### src/rtl/lsu_align.sv
// lsu_align: load/store alignment unit between the MEM-stage control and an
// Avalon-MM data memory port. One access per instruction: it decodes the size
// code, rejects illegal or misaligned accesses, drives lane-replicated store
// data with byte enables, returns load data right-aligned, and aborts an access
// that stays in REQ+RESP for TIMEOUT cycles.
module lsu_align #(
    parameter int unsigned TIMEOUT = 255
) (
    input  logic        clk,
    input  logic        reset_n,
    input  logic        mem_valid,
    input  logic        mem_we,
    input  logic [2:0]  funct3,
    input  logic [31:0] addr,
    input  logic [31:0] wdata,
    output logic        stall,
    output logic        done,
    output logic        fault,
    output logic [31:0] rdata,
    output logic [31:0] bus_address,
    output logic        bus_read,
    output logic        bus_write,
    output logic [3:0]  bus_byteenable,
    output logic [31:0] bus_writedata,
    input  logic [31:0] bus_readdata,
    input  logic        bus_waitrequest,
    input  logic        bus_readdatavalid
);

    typedef enum logic [1:0] {
        ST_IDLE = 2'd0,
        ST_REQ  = 2'd1,
        ST_RESP = 2'd2,
        ST_DONE = 2'd3
    } state_e;

    // Last counter value at which the access is still allowed to complete;
    // reaching it without completion aborts on that same cycle.
    localparam logic [7:0] CNT_LAST = 8'(TIMEOUT - 32'd1);

    // Size codes: 000 B, 001 H, 010 W, 100 BU, 101 HU. Unsigned forms are
    // load-only; halfwords need even addresses, words need 4-byte alignment.
    function automatic logic access_illegal(input logic       we,
                                            input logic [2:0] f3,
                                            input logic [1:0] a_lo);
        logic bad;
        case (f3)
            3'b000:  bad = 1'b0;
            3'b001:  bad = a_lo[0];
            3'b010:  bad = (a_lo != 2'b00);
            3'b100:  bad = we;
            3'b101:  bad = we | a_lo[0];
            default: bad = 1'b1;
        endcase
        return bad;
    endfunction

    // Byte-lane mask for the addressed byte, halfword or word.
    function automatic logic [3:0] lane_mask(input logic [2:0] f3,
                                             input logic [1:0] a_lo);
        logic [3:0] m;
        case (f3[1:0])
            2'b00:   m = 4'b0001 << a_lo;
            2'b01:   m = 4'b0011 << {a_lo[1], 1'b0};
            2'b10:   m = 4'b1111;
            default: m = 4'b0000;
        endcase
        return m;
    endfunction

    // Store data replicated across every lane so the mask alone picks the bytes.
    function automatic logic [31:0] lane_data(input logic [2:0]  f3,
                                              input logic [31:0] wd);
        logic [31:0] d;
        case (f3[1:0])
            2'b00:   d = {4{wd[7:0]}};
            2'b01:   d = {2{wd[15:0]}};
            default: d = wd;
        endcase
        return d;
    endfunction

    // Right-align a read word so the addressed byte lands at bit 0 (zero fill).
    function automatic logic [31:0] align_load(input logic [31:0] rd,
                                               input logic [1:0]  off);
        return rd >> {off, 3'b000};
    endfunction

    state_e      state_q;
    logic [7:0]  cnt_q;
    logic [1:0]  off_q;
    logic        done_q;
    logic        fault_q;
    logic [31:0] rdata_q;
    logic [31:0] addr_q;
    logic [3:0]  be_q;
    logic [31:0] wd_q;
    logic        rd_q;
    logic        wr_q;

    logic        illegal_d;
    logic [3:0]  be_d;
    logic [31:0] wd_d;
    logic [7:0]  cnt_d;
    logic        timed_out_d;

    // Decode the incoming request and compute the saturating timeout count.
    always_comb begin
        illegal_d   = access_illegal(mem_we, funct3, addr[1:0]);
        be_d        = lane_mask(funct3, addr[1:0]);
        wd_d        = lane_data(funct3, wdata);
        timed_out_d = (cnt_q >= CNT_LAST);
        if (cnt_q == 8'hFF) begin
            cnt_d = cnt_q;
        end else begin
            cnt_d = cnt_q + 8'd1;
        end
    end

    // Access sequencer: state, bus strobes/fields and the completion flags.
    always_ff @(posedge clk or negedge reset_n) begin
        if (!reset_n) begin
            state_q <= ST_IDLE;
            cnt_q   <= 8'd0;
            off_q   <= 2'b00;
            done_q  <= 1'b0;
            fault_q <= 1'b0;
            rdata_q <= 32'd0;
            addr_q  <= 32'd0;
            be_q    <= 4'b0000;
            wd_q    <= 32'd0;
            rd_q    <= 1'b0;
            wr_q    <= 1'b0;
        end else begin
            case (state_q)
                ST_IDLE: begin
                    done_q  <= 1'b0;
                    fault_q <= 1'b0;
                    if (mem_valid && illegal_d) begin
                        state_q <= ST_DONE;
                        done_q  <= 1'b1;
                        fault_q <= 1'b1;
                    end else if (mem_valid) begin
                        state_q <= ST_REQ;
                        cnt_q   <= 8'd0;
                        off_q   <= addr[1:0];
                        addr_q  <= {addr[31:2], 2'b00};
                        be_q    <= be_d;
                        wd_q    <= wd_d;
                        rd_q    <= ~mem_we;
                        wr_q    <= mem_we;
                    end else begin
                        state_q <= ST_IDLE;
                    end
                end
                ST_REQ: begin
                    cnt_q <= cnt_d;
                    if (!bus_waitrequest) begin
                        // Accepted: loads wait for data, stores are finished.
                        rd_q <= 1'b0;
                        wr_q <= 1'b0;
                        if (rd_q) begin
                            state_q <= ST_RESP;
                        end else begin
                            state_q <= ST_DONE;
                            done_q  <= 1'b1;
                            fault_q <= 1'b0;
                        end
                    end else if (timed_out_d) begin
                        rd_q    <= 1'b0;
                        wr_q    <= 1'b0;
                        state_q <= ST_DONE;
                        done_q  <= 1'b1;
                        fault_q <= 1'b1;
                        rdata_q <= 32'd0;
                    end else begin
                        state_q <= ST_REQ;
                    end
                end
                ST_RESP: begin
                    cnt_q <= cnt_d;
                    if (bus_readdatavalid) begin
                        state_q <= ST_DONE;
                        done_q  <= 1'b1;
                        fault_q <= 1'b0;
                        rdata_q <= align_load(bus_readdata, off_q);
                    end else if (timed_out_d) begin
                        state_q <= ST_DONE;
                        done_q  <= 1'b1;
                        fault_q <= 1'b1;
                        rdata_q <= 32'd0;
                    end else begin
                        state_q <= ST_RESP;
                    end
                end
                ST_DONE: begin
                    // The pipeline advances this cycle; never relaunch here.
                    state_q <= ST_IDLE;
                    done_q  <= 1'b0;
                    fault_q <= 1'b0;
                end
                default: begin
                    state_q <= ST_IDLE;
                    done_q  <= 1'b0;
                    fault_q <= 1'b0;
                    rd_q    <= 1'b0;
                    wr_q    <= 1'b0;
                end
            endcase
        end
    end

    // Pipeline hold: request pending in IDLE, or bus transaction in flight.
    always_comb begin
        stall = reset_n & (((state_q == ST_IDLE) & mem_valid) |
                           (state_q == ST_REQ) | (state_q == ST_RESP));
    end

    assign done           = done_q;
    assign fault          = fault_q;
    assign rdata          = rdata_q;
    assign bus_address    = addr_q;
    assign bus_read       = rd_q;
    assign bus_write      = wr_q;
    assign bus_byteenable = be_q;
    assign bus_writedata  = wd_q;

endmodule

### config.mk
export PLATFORM = sky130hd
export DESIGN_NAME = lsu_align
export DESIGN_NICKNAME = d
export VERILOG_FILES = /design/src/rtl/lsu_align.sv
export SDC_FILE = /design/constraint.sdc
export NUM_CORES = 1
export LEC_CHECK = 0
export CAP_MARGIN = 20
export CELL_PAD_IN_SITES_DETAIL_PLACEMENT = 1
export CELL_PAD_IN_SITES_GLOBAL_PLACEMENT = 1
export CORE_ASPECT_RATIO = 1.4
export CORE_UTILIZATION = 36
export DETAILED_ROUTE_END_ITERATION = 7
export PLACE_DENSITY = 0.87
export SYNTH_ARGS = -nofsm -noshare
export SYNTH_HDL_FRONTEND = slang
export SYNTH_SLANG_ARGS = --single-unit
### constraint.sdc
create_clock -name clk -period 3.31 [get_ports clk]
set_input_delay 0.331 -clock clk [delete_from_list [all_inputs] [get_ports clk]]
set_output_delay 0.331 -clock clk [all_outputs]
set_load 0.02 [all_outputs]
==> impl_metrics.toml, run 1 <==
[floorplan]
num_rows = 53
dieArea_mm2 = 0.0157
start_util_pct = 36.7
die_y_um = 148
design.core.area_mm2 = 0.0149
io_pins = 210
chipWidth_um = 106

[place]
finalWeightedCongestion = 0.839
placed_area_mm2 = 0.00769
portBuffers = 207
dp_hpwl_mm = 12.8

[final_layout]
num-nets-final = 805
postLayoutCellArea_mm2 = 0.00836
antenna_cells = 0
syn_to_final_growth_pct = 52.7
drive_above_1_share_pct = 12.2
fillers = 1569

[synth]
synth_xor_area_share_pct = 0
yosysMostFrequentCell = "dfrtp_1"
async_flop_share_pct = 100
synth_compound_area_share_pct = 16.5
yosys.area_share.simple_pct = 9.80
synth_top_family_by_area = "compound AO/OA/AOI/OAI gates"
synth.area.mux_share_pct = 16.1
ys.flop_type = "dfrtp_1"
synth_edf_count = 0
synth.distinct_cells = 49
yosys.area_share.adder_pct = 1.37
synthTopCellsByCount = "114 x dfrtp_1, 59 x nand2_1, 45 x o21ai_0, 44 x mux2i_1, 39 x mux2_2"
syn_inst = 494
synth_top_area_share_pct = 52.1
avgSynthCellArea_um2 = 11.1
ys_ff_latch = 114
yosys-top-cells-area = "dfrtp_1 52%, mux2i_1 8.0%, mux2_2 8.0%, o21ai_0 4.1%, nand2_1 4.0%"
synth_area_mm2 = 0.00548
yosysWarnings = 0
synth_area_leader_cell = "dfrtp_1"
ys_seq_area_share_pct = 52.1

[clocking]
post_cts_buffers = 0
cts_buffers = 17
clkSlewWorstSetupHoldPaths_ps = 60
clock_sinks = 114
clk_latency_ps = 420
clock-root-buffer = "clkbuf_16"
cts_tree = "built"
htreeDepth = 4
ctsLongestPathBuffers = 2

[run]
cap_violations = 0

[detailed_routing]
route.detailed.drc = 0
ant_nets = 0
wl_per_cell_um = 21.4
vias = 4896
drtIter0Drc = 241
routed_via_density = 5.45
wirelength_mm = 19.2
first_pass_iters = 6

[worst_setup_path]
crit_slowest_cell = "clkdlybuf4s50_1"
timing.critical_path.buf_inv = 3
start_kind = "primary input"
path_cells = "dlygate4sd3_1 -> buf_4 -> o31a_1 -> clkdlybuf4s50_1"
crit_fanout = 39
cpLargestDelayFamily = "buffers and inverters"
r2r_cells = 6
worst-path-stages = 4
cp_slowest_stage_delay_ps = 610
worstPathArrival_ps = 2210
cp.required_ps = 2980
end_kind = "primary output"
worstSetupPathType = "in -> out"

[grt]
antenna_found_initial = 0
first_global_vias = 5330
grt_pass1_wl_mm = 29.8
grt_max_degree = 101
grt_overflow = 0
grtUsageTotal_pct = 24.9

[sta]
hold_viol_final = 0
clock_skew_ps = 10.4
fin_crit_sh_pct = 76.8
relSlewSlack_pct = 33.9
rsz0062_at_grt = "no"
slew_viol_final = 0
timing.hold.ws_ps = 471
max_freq_ghz = 0.393
worst_pin_slew_ps = 992
final.setup.tns_ps = 0
fin_crit_ps = 2540
setup_viol = 0

[power]
peakVddDrop_uv = 507
p_per_area_mw_per_mm2 = 1020
p_leak_nw = 3.59

[worst_hold_path]
hold_class = "in -> async"

[run_status]
status = "finished clean"
[through the flow]
step                worst slack, ps  util [%]  cells  power (W)
finish                          767      56.0    899    0.00852
global route                    653      56.0    899    0.00892
CTS                             720      56.0    899    0.00857
detailed placement              817      51.5    866    0.00635
global placement                941      51.5    866    0.00617
floorplan                      1520         -    495    0.00450
[placed cells by master, fill, tap and decap left out, types with 3 or more instances in the layout]
cell               n
nand2b_1           4
o31ai_1            5
clkbuf_16         17
a211o_1            8
dfrtp_1          114
mux2_2            39
a21oi_1           15
or3_1              3
inv_6              5
buf_4              9
a22o_1            16
and3_1             3
nor2_1            20
ha_1               6
inv_1              9
nor2b_1           10
o21ai_0           45
clkdlybuf4s50_1  206
nand3_1            3
o2bb2ai_1         10
a32o_1             8
bufinv_16          5
nand2_1           59
mux2i_1           44
[layer usage]
metal  up-vias  share of wire (%)  track usage (%)
met5         -                  0                0
met4         0                4.0             13.1
met3        53                6.3             6.48
met2       212                 53             44.5
met1      2444                 37             26.7
li1       2187                  -                -
[cells by family (layout without fill, tap and decap cells)]
family	after synthesis	after routing
simple gates	115	115
other cells	1	2
fa+ha+maj	6	6
compound gates	129	129
mux	83	83
flops	114	114
buf+inv	46	258
[sequential cells by signal, summed over array words and instances (netlist names)]
name and cells:
fault 1, off_q 2, cnt_q 8, rdata 32
bus_byteenable 4, bus_read 1, done 1, bus_address 30
bus_write 1, bus_writedata 32, state_q 2
[where the power goes]
group / internal, W / leakage [nW] / switching [W] / total, W
combinational: 0.00185 / 1.85 / 0.00207 / 0.00392
sequential: 0.00205 / 1.42 / 0.000464 / 0.00251
clock: 0.00137 / 0.322 / 0.000720 / 0.00209
[worst paths after layout]
kind	slack, ps	endpoint	start
min in group clk	480	bus_byteenable[2]	bus_byteenable[2]
setup / recovery	770	stall	reset_n
setup reg to reg	930	rdata[30]	state_q[1]
hold reg to reg	480	bus_byteenable[2]	bus_byteenable[2]
hold / removal	470	bus_writedata[20]	reset_n
max in group asynchronous	1440	bus_writedata[27]	reset_n
[layout make-up]
cell class,count,area (um2),area share (%)
sequential,114,2850,34.1
clock buffer,18,439,5.25
multi-input combinational,335,2410,28.8
timing repair buffer,217,2160,25.8
clock inverter,14,224,2.68
tap,192,240,2.87
inverter,9,33.8,0.404
[timing repair]
action | 4_1_cts | 5_1_grt
hold buffers | 1 | 0
hold endpoints to repair | 37 | 0
resized for setup | 0 | 0
(Power assumes the default switching activity.)
==> inputs of run 2 (changes only) <==
--- a/config.mk
+++ b/config.mk
@@ -9,9 +9,9 @@
 export CELL_PAD_IN_SITES_DETAIL_PLACEMENT = 1
 export CELL_PAD_IN_SITES_GLOBAL_PLACEMENT = 1
 export CORE_ASPECT_RATIO = 1.4
-export CORE_UTILIZATION = 36
+export CORE_UTILIZATION = 30
 export DETAILED_ROUTE_END_ITERATION = 7
-export PLACE_DENSITY = 0.87
+export PLACE_DENSITY = 0.77
 export SYNTH_ARGS = -nofsm -noshare
 export SYNTH_HDL_FRONTEND = slang
 export SYNTH_SLANG_ARGS = --single-unit
==> constraint.sdc (replaced) <==
create_clock -name clk -period 2.3 [get_ports clk]
set_input_delay 0.23 -clock clk [delete_from_list [all_inputs] [get_ports clk]]
set_output_delay 0.23 -clock clk [all_outputs]
set_load 0.02 [all_outputs]
==> run 2 against run 1 <==
Critical path depth is 1 higher. Highest routed layer unchanged. First-iteration DRC count rose by 2.5%. Wire length is 6.0% lower. Worst setup slack got worse by 580 ps.
==> impl_metrics.toml, run 2 (synthesis gave the netlist of run 1 again) <==
[worst_setup_path]
end_kind = "primary output"
cp_slowest_stage_delay_ps = 370
r2r_slack_ps = 310
crit_start = "state_q[0]"
crit_slowest_cell = "dfrtp_1"
start_kind = "flop"
r2r_cells = 5
r2r_start = "state_q[0]"
path_cells = "inv_1 -> ha_1 -> and2_1 -> o31a_1 -> dlygate4sd2_1"
cp.required_ps = 2070
cp-endpoint = "stall"
worstSetupPathType = "reg -> out"
reg2reg_to = "rdata[24]"
crit_fanout = 3
worstPathArrival_ps = 1890

[sta]
rsz0062_at_grt = "no"
slew_viol_final = 0
fin_crit_sh_pct = 92.0
hold_viol_final = 0
worst_pin_slew_ps = 781
clock_skew_ps = 7.46
fin_crit_ps = 2120
max_freq_ghz = 0.473
postLayoutSetupSlackWorst_ps = 185
setup_viol = 0
final.setup.tns_ps = 0
relSlewSlack_pct = 47.7

[clocking]
clk_latency_ps = 410
clock_sinks = 114
ctsLongestPathBuffers = 2
clock-root-buffer = "clkbuf_16"
post_cts_buffers = 0
cts_tree = "built"
htreeDepth = 4
cts_buffers = 17
clkSlewWorstSetupHoldPaths_ps = 60

[floorplan]
design.core.area_mm2 = 0.0179
num_rows = 58
io_pins = 210
start_util_pct = 30.5
dieArea_mm2 = 0.0188
die_y_um = 162
chipWidth_um = 116

[detailed_routing]
routed.top_layer = "met4"
first_pass_iters = 4
wirelength_mm = 18.0
vias = 4764
wl_met3_mm = 1.05
met2RoutedLength_mm = 9.58
drtIter0Drc = 247
wl_met1_mm = 7.01
ant_nets = 0
wl_per_cell_um = 18.8
routed_via_density = 4.97
route.detailed.drc = 0

[place]
finalWeightedCongestion = 0.839
placed_area_mm2 = 0.00785
portBuffers = 207
dp_hpwl_mm = 13.3
place_ws_ps = 118

[grt]
grt_max_degree = 115
grtUsageTotal_pct = 19.7
grt_pass1_wl_mm = 27.9
grt_overflow = 0
antenna_found_initial = 0
first_global_vias = 5148

[worst_hold_path]
hold_class = "in -> reg"

[final_layout]
final_common_cell = "clkdlybuf4s50_1"
syn_to_final_growth_pct = 54.9
antenna_cells = 0
layout_common_cells = "205 x clkdlybuf4s50_1, 114 x dfrtp_1, 59 x nand2_1, 45 x o21ai_0, 44 x mux2i_1"
fillers = 1973
drive_above_1_share_pct = 13.6
postLayoutCellArea_mm2 = 0.00848
num-nets-final = 817

[power]
p_per_area_mw_per_mm2 = 1410
p_leak_nw = 3.63
peakVddDrop_uv = 628

[run_status]
status = "finished clean"

[run]
cap_violations = 0
[run 2: power by group]
part,internal [W],total (W),switching [W]
clock,0.00180,0.00278,0.000984
sequential,0.00294,0.00357,0.000631
combinational,0.00271,0.00561,0.00290
[run 2: area by class of cell]
cell class	count	area (um2)	share of cell area, %
multi-input combinational	335	2410	28.5
tap	240	300	3.54
clock buffer	21	470	5.55
timing repair buffer	229	2260	26.7
inverter	9	33.8	0.398
sequential	114	2850	33.6
clock inverter	11	150	1.77
[run 2: worst min path at each step]
stage	start	to	slack, ps	depth (start not counted)
finish	addr[20]	bus_address[20]	430	2
global route	addr[21]	bus_address[21]	420	2
CTS	addr[21]	bus_address[21]	410	2
detailed placement	reset_n	rdata[22]	450	2
global placement	reset_n	bus_address[25]	440	2
floorplan	reset_n	bus_address[10]	-70	0
[run 2: stage by stage]
| step | hold WS [ps] | instances | utilization (%) | power [W] |
|---|---|---|---|---|
| floorplan | -65.6 | 495 | - | 0.00647 |
| global placement | 437 | 926 | 43.8 | 0.00900 |
| detailed placement | 448 | 926 | 43.8 | 0.00926 |
| CTS | 408 | 959 | 47.3 | 0.0121 |
| global route | 417 | 959 | 47.3 | 0.0126 |
| finish | 426 | 959 | 47.3 | 0.0120 |
[run 2: per-layer routing]
metal / vias to the layer above / global-route usage [%]
li1: 2210 / -
met1: 2350 / 21.6
met2: 172 / 35.0
met3: 32 / 5.15
met4: 0 / 8.80
met5: - / 0
[run 2: what timing repair did]
| action | CTS | global route |
|---|---|---|
| setup endpoints to repair | 1 | 0 |
| hold endpoints to repair | 11 | 0 |
| hold buffers | 1 | 0 |
| resized for setup | 2 | 0 |
[run 2: critical path: cells and delay by family (launching register included)]
family / cells / cell delay, ps
buf+inv: 2 / 410
flops: 1 / 370
compound gates: 1 / 260
fa+ha+maj: 1 / 220
simple gates: 1 / 210
==> inputs of run 3 (changes only) <==
--- a/config.mk
+++ b/config.mk
@@ -12,6 +12,7 @@
 export CORE_UTILIZATION = 30
 export DETAILED_ROUTE_END_ITERATION = 7
 export PLACE_DENSITY = 0.77
+export SLEW_MARGIN = 25
 export SYNTH_ARGS = -nofsm -noshare
 export SYNTH_HDL_FRONTEND = slang
 export SYNTH_SLANG_ARGS = --single-unit
==> results of run 3 <==
The final DEF is identical to that of run 2; final timing and power are the same.
